==> src/rtl/cmpl_mul_pipe.sv <==
// Pipelined signed complex multiplier: A*B or A*conj(B), with round-half-up scaling,
// saturation, per-stage valid tracking and a global clock enable.

module cmpl_mul_rsat #(
    parameter int P     = 37,
    parameter int OW    = 18,
    parameter int SHIFT = 17
) (
    input  logic signed [P-1:0]  din,
    output logic signed [OW-1:0] dout,
    output logic                 ovf
);
    // One guard bit so the rounding add can never wrap.
    localparam int R  = P + 1;
    localparam int RS = (SHIFT > 0) ? SHIFT - 1 : 0;
    localparam logic signed [R-1:0] RND  = (SHIFT > 0) ? (R'(1) << RS) : '0;
    localparam logic signed [R-1:0] SMAX = $signed({{(R-OW+1){1'b0}}, {(OW-1){1'b1}}});
    localparam logic signed [R-1:0] SMIN = ~SMAX;

    logic signed [R-1:0] rnd;
    logic signed [R-1:0] shf;

    always_comb begin
        rnd  = {din[P-1], din} + RND;
        shf  = rnd >>> SHIFT;
        ovf  = 1'b0;
        dout = shf[OW-1:0];
        if (shf > SMAX) begin
            ovf  = 1'b1;
            dout = SMAX[OW-1:0];
        end else if (shf < SMIN) begin
            ovf  = 1'b1;
            dout = SMIN[OW-1:0];
        end
    end
endmodule

module cmpl_mul_pipe #(
    parameter int DW      = 18,
    parameter int OW      = 18,
    parameter int SHIFT   = 17,
    parameter int LATENCY = 6
) (
    input  logic                 clock,
    input  logic                 reset,
    input  logic                 ce,
    input  logic                 in_valid,
    input  logic                 conj,
    input  logic signed [DW-1:0] a_real,
    input  logic signed [DW-1:0] a_imag,
    input  logic signed [DW-1:0] b_real,
    input  logic signed [DW-1:0] b_imag,
    output logic                 out_valid,
    output logic signed [OW-1:0] out_real,
    output logic signed [OW-1:0] out_imag,
    output logic                 out_ovf
);
    localparam int PW = 2 * DW;
    localparam int P  = 2 * DW + 1;

    typedef struct packed {
        logic signed [OW-1:0] re;
        logic signed [OW-1:0] im;
        logic                 ovf;
    } res_t;

    logic [LATENCY:1]     vld_pipe;
    logic signed [PW-1:0] p_rr, p_ii, p_ri, p_ir;
    logic                 conj_s1;
    logic [1:0][P-1:0]    sum_q;
    logic [1:0][OW-1:0]   rs_d;
    logic [1:0]           rs_ovf;
    res_t                 rs_in;
    res_t                 final_d;
    res_t                 res_q;

    always_ff @(posedge clock or posedge reset) begin
        if (reset)
            vld_pipe <= '0;
        else if (ce)
            vld_pipe <= {vld_pipe[LATENCY-1:1], in_valid};
    end

    // Stage 1: four partial products at full 2*DW precision.
    always_ff @(posedge clock or posedge reset) begin
        if (reset) begin
            p_rr    <= '0;
            p_ii    <= '0;
            p_ri    <= '0;
            p_ir    <= '0;
            conj_s1 <= 1'b0;
        end else if (ce) begin
            p_rr    <= PW'(a_real) * PW'(b_real);
            p_ii    <= PW'(a_imag) * PW'(b_imag);
            p_ri    <= PW'(a_real) * PW'(b_imag);
            p_ir    <= PW'(a_imag) * PW'(b_real);
            conj_s1 <= conj;
        end
    end

    // Stage 2: sums in P bits so the (-2^(DW-1))^2 * 2 corner stays exact.
    always_ff @(posedge clock or posedge reset) begin
        if (reset) begin
            sum_q <= '0;
        end else if (ce) begin
            sum_q[0] <= conj_s1 ? P'(p_rr) + P'(p_ii) : P'(p_rr) - P'(p_ii);
            sum_q[1] <= conj_s1 ? P'(p_ir) - P'(p_ri) : P'(p_ri) + P'(p_ir);
        end
    end

    // Stage 3 logic: one round/saturate unit per component.
    cmpl_mul_rsat #(.P(P), .OW(OW), .SHIFT(SHIFT)) u_rs [1:0] (
        .din  (sum_q),
        .dout (rs_d),
        .ovf  (rs_ovf)
    );

    always_comb begin
        rs_in.re  = rs_d[0];
        rs_in.im  = rs_d[1];
        rs_in.ovf = |rs_ovf;
    end

    generate
        if (LATENCY == 3) begin : g_nodly
            assign final_d = rs_in;
        end else begin : g_dly
            res_t dly [3:LATENCY-1];
            always_ff @(posedge clock or posedge reset) begin
                if (reset) begin
                    for (int k = 3; k < LATENCY; k++)
                        dly[k] <= '0;
                end else if (ce) begin
                    dly[3] <= rs_in;
                    for (int k = 4; k < LATENCY; k++)
                        dly[k] <= dly[k-1];
                end
            end
            assign final_d = dly[LATENCY-1];
        end
    endgenerate

    // Output register only captures valid results, so it holds between them.
    always_ff @(posedge clock or posedge reset) begin
        if (reset)
            res_q <= '0;
        else if (ce && vld_pipe[LATENCY-1])
            res_q <= final_d;
    end

    assign out_valid = vld_pipe[LATENCY];
    assign out_real  = res_q.re;
    assign out_imag  = res_q.im;
    assign out_ovf   = res_q.ovf;
endmodule

==> config.mk <==
export PLATFORM = sky130hd
export DESIGN_NAME = cmpl_mul_pipe
export DESIGN_NICKNAME = d
export VERILOG_FILES = /design/src/rtl/cmpl_mul_pipe.sv
export SDC_FILE = /design/constraint.sdc
export NUM_CORES = 2
export LEC_CHECK = 0
export ABC_AREA = 0
export CORE_ASPECT_RATIO = 1.75
export CORE_MARGIN = 2
export CORE_UTILIZATION = 57
export CTS_BUF_LIST = sky130_fd_sc_hd__clkbuf_8
export CTS_CLUSTER_SIZE = 28
export DETAILED_ROUTE_END_ITERATION = 6
export GPL_TIMING_DRIVEN = 0
export MAX_ROUTING_LAYER = met4
export PLACE_DENSITY = 0.79
export RECOVER_POWER = 50
export REMOVE_ABC_BUFFERS = 1
export SETUP_SLACK_MARGIN = 0.3
export SLEW_MARGIN = 20
export SYNTH_ARGS = -nofsm -noshare
export SYNTH_HDL_FRONTEND = slang
export SYNTH_SLANG_ARGS = --single-unit
==> constraint.sdc <==
create_clock -name clock -period 17.2 [get_ports clock]
set_input_delay 4.3 -clock clock [delete_from_list [all_inputs] [get_ports clock]]
set_output_delay 4.3 -clock clock [all_outputs]
set_load 0.02 [all_outputs]
==> flow_summary_export.csv <==
group,metric,value,unit
outcome,outcome,"complete, but fails checks",
outcome,violations,"design-rule violations, max-capacitance violations, max-slew violations",
floorplanning,io_pins,115,
routing,wirelength,166000,um
timing,fmax,75.3,MHz
timing,fin_tns_setup,0,ns
timing,tightest_slew,5.57,ns
global_route,overflow,0,
place,pre_cts_slack,5.00,ns
timing,rsz0062_at_grt,"no",
routing,firstDrtPassIters,7,
yosys,netlist.area_leader.share,40.1,%
global_route,grt_use_total,30.8,%
cells_and_area,synthToLayoutAreaGrowth,6.47,%
min_path,worstHoldPathCells,1,
yosys,synth.cell_area,0.0657,mm^2
clock_network,clkLatencyLatePin,0.74,ns
floorplanning,start_util,57.5,%
routing,dr_total_vias,47198,
yosys,seq_area_frac_synth,13.0,%
yosys,yosysTopAreaCell,"fa_1",
cells_and_area,fin_util,61.2,%
routing,via_per_inst,5.63,
place,io_buffers,114,
worst_setup_path,crit_fanout,120,
min_path,hold_class,"flop to flop",
clock_network,htreeDepth,2,
clock_network,clock_tree.root_cell,"clkbuf_8",
cells_and_area,fill_cells,9220,
timing,period_needed,13.28,ns
yosys,ys_types,86,
clock_network,cts_resized,0,
timing,setup_viol,0,
clock_network,cts_tree,"yes",
worst_setup_path,r2r_cells,18,
global_route,antenna_found_initial,3,
cells_and_area,drive_gt1_share,7.38,%
clock_network,clock_path_buffers,3,
global_route,grt_pass1_wl,274000,um
global_route,first_global_vias,53089,
yosys,ys_warn_count,0,
place,placed_area,0.0689,mm^2
flow_run,cap_violations,5,
clock_network,postCtsHoldBufs,0,
yosys,synthCells,6928,
worst_setup_path,startpoint_type,"input pin",
timing,period_share,77.2,%
cells_and_area,fin_nets,8685,
floorplanning,rows,164,
yosys,synth.area.top_cells,"fa_1 40%, dfrtp_1 13%, inv_1 8.8%",
floorplanning,fp.coreArea,0.114,mm^2
floorplanning,die_x,261,um
routing,ant_nets,0,
worst_setup_path,required,17.82,ns
floorplanning,die_h,453,um
yosys,ys_ff_latch,341,
place,place.gp.congestion,0.931,
yosys,syn_avg_cell_area,9.48,um^2
timing,relSlewSlack,-272,%
yosys,synthFlopType,"dfrtp_1",
floorplanning,fp.dieArea,0.118,mm^2
clock_network,clock_sinks,341,
routing,routedWlPerCell,19.9,um
cells_and_area,fin_area,0.0699,mm^2
timing,drv_slew,366,
clock_network,numCtsBuffers,55,
routing,drtIter0Drc,2924,
clock_network,cts_setup_buffers,0,
worst_setup_path,crit_type,"input pin to flop",
timing,hold_viol_final,0,
clock_network,path_clk_slew,0.06,ns
worst_setup_path,crit_path_end_kind,"flop",
place,dp_hpwl,135000,um
yosys,async_flop_share,100,%
timing,finalClockSkew,0.0492,ns
worst_setup_path,worstPathArrival,13.90,ns
global_route,grt_max_degree,121,
yosys,synth-edff-count,0,
routing,drc_errors,1,
timing,worst_slack,3.92,ns
[sequential cells by signal, indices dropped and copies added, names as in the netlist, 18 cells and up]
name and cells:
sum_q 42, p_ri 36, out_real 18, g_dly.dly 74
out_imag 18, final_d 37, p_rr 36, p_ir 36
p_ii 36
[worst max-delay path, stage by stage]
cell	delay, ns
clkbuf_1	1.62
clkbuf_1	3.96
inv_1	2.39
buf_12	0.62
or4b_2	0.69
o2111ai_1	0.12
[layer usage]
| metal | up-vias | share of wire (%) | track usage (%) |
|---|---|---|---|
| met2 | 1596 | 49 | 50.0 |
| met5 | - | 0 | - |
| met4 | 0 | 12 | 29.3 |
| li1 | 20694 | - | - |
| met3 | 698 | 5.3 | 3.52 |
| met1 | 24210 | 34 | 32.5 |
[logic make-up (layout without fill, tap and decap cells)]
logic type	after synthesis	after routing	share of synthesized area, %
other	0	3	0
DFF	341	341	13.0
AOI/OAI and AO/OA	608	608	5.69
muxes	253	253	4.32
xor gates and xnor gates	281	281	3.75
adders and majority gates	1762	1762	48.6
buffers and inverters	1872	1827	10.7
and+or+nand+nor	1811	1811	14.0
[worst paths after layout]
kind | from | to | slack, ns
max | ce | p_ri[33] | 3.92
min | g_dly.dly[40] | final_d[3] | 0.48
max reg2reg | p_ri[8] | sum_q[70] | 11.77
min reg2reg | g_dly.dly[40] | final_d[3] | 0.48
max in group asynchronous | reset | g_dly.dly[92] | 7.42
min in group asynchronous | reset | p_ir[10] | 5.12
[cell type report]
class                           count  area, um^2  area share [%]
Clock buffer                       62         853            1.22
Multi-Input combinational cell   4715       50100            71.7
Tap cell                         1494        1870            2.67
Inverter                         1544        5800            8.29
Clock inverter                     32         223           0.318
Timing Repair Buffer              189        2500            3.57
Antenna cell                        3        7.51          0.0107
Sequential cell                   341        8540            12.2
[per-stage QoR]
stage	hold slack (ns)	instances
after detailed placement	0.486	8283
after CTS	0.481	8377
after global placement	0.486	8208
after global routing	0.500	8378
after floorplan	0.458	6600
final	0.482	8380
[Yosys cell counts, types with 22 or more instances]
master,count
inv_1,1543
fa_1,1316
nand2_1,673
and2_1,668
ha_1,446
dfrtp_1,341
clkbuf_1,312
a21oi_1,246
mux2_2,244
xnor2_1,209
nor2_1,201
o21ai_0,101
a21o_1,87
xor2_1,72
nand3_1,56
nor3_1,40
nand2b_1,32
nand4_1,25
a31oi_1,23
nor2b_1,22
[cells in the final DEF, fill, tap and decap left out, types with 39 or more instances in the layout]
master / count
a21oi_1: 246
a21o_1: 87
nor2_1: 201
mux2_2: 243
buf_16: 39
nand3_1: 56
xor2_1: 72
buf_2: 72
fa_1: 1316
ha_1: 446
nand2_1: 673
and2_1: 668
dfrtp_1: 340
inv_1: 1550
clkbuf_8: 62
xnor2_1: 209
nor3_1: 40
clkdlybuf4s50_1: 42
o21ai_0: 101
Power is not shown: default switching activity piles up to over one toggle a cycle in this logic, so the estimate is an artifact.
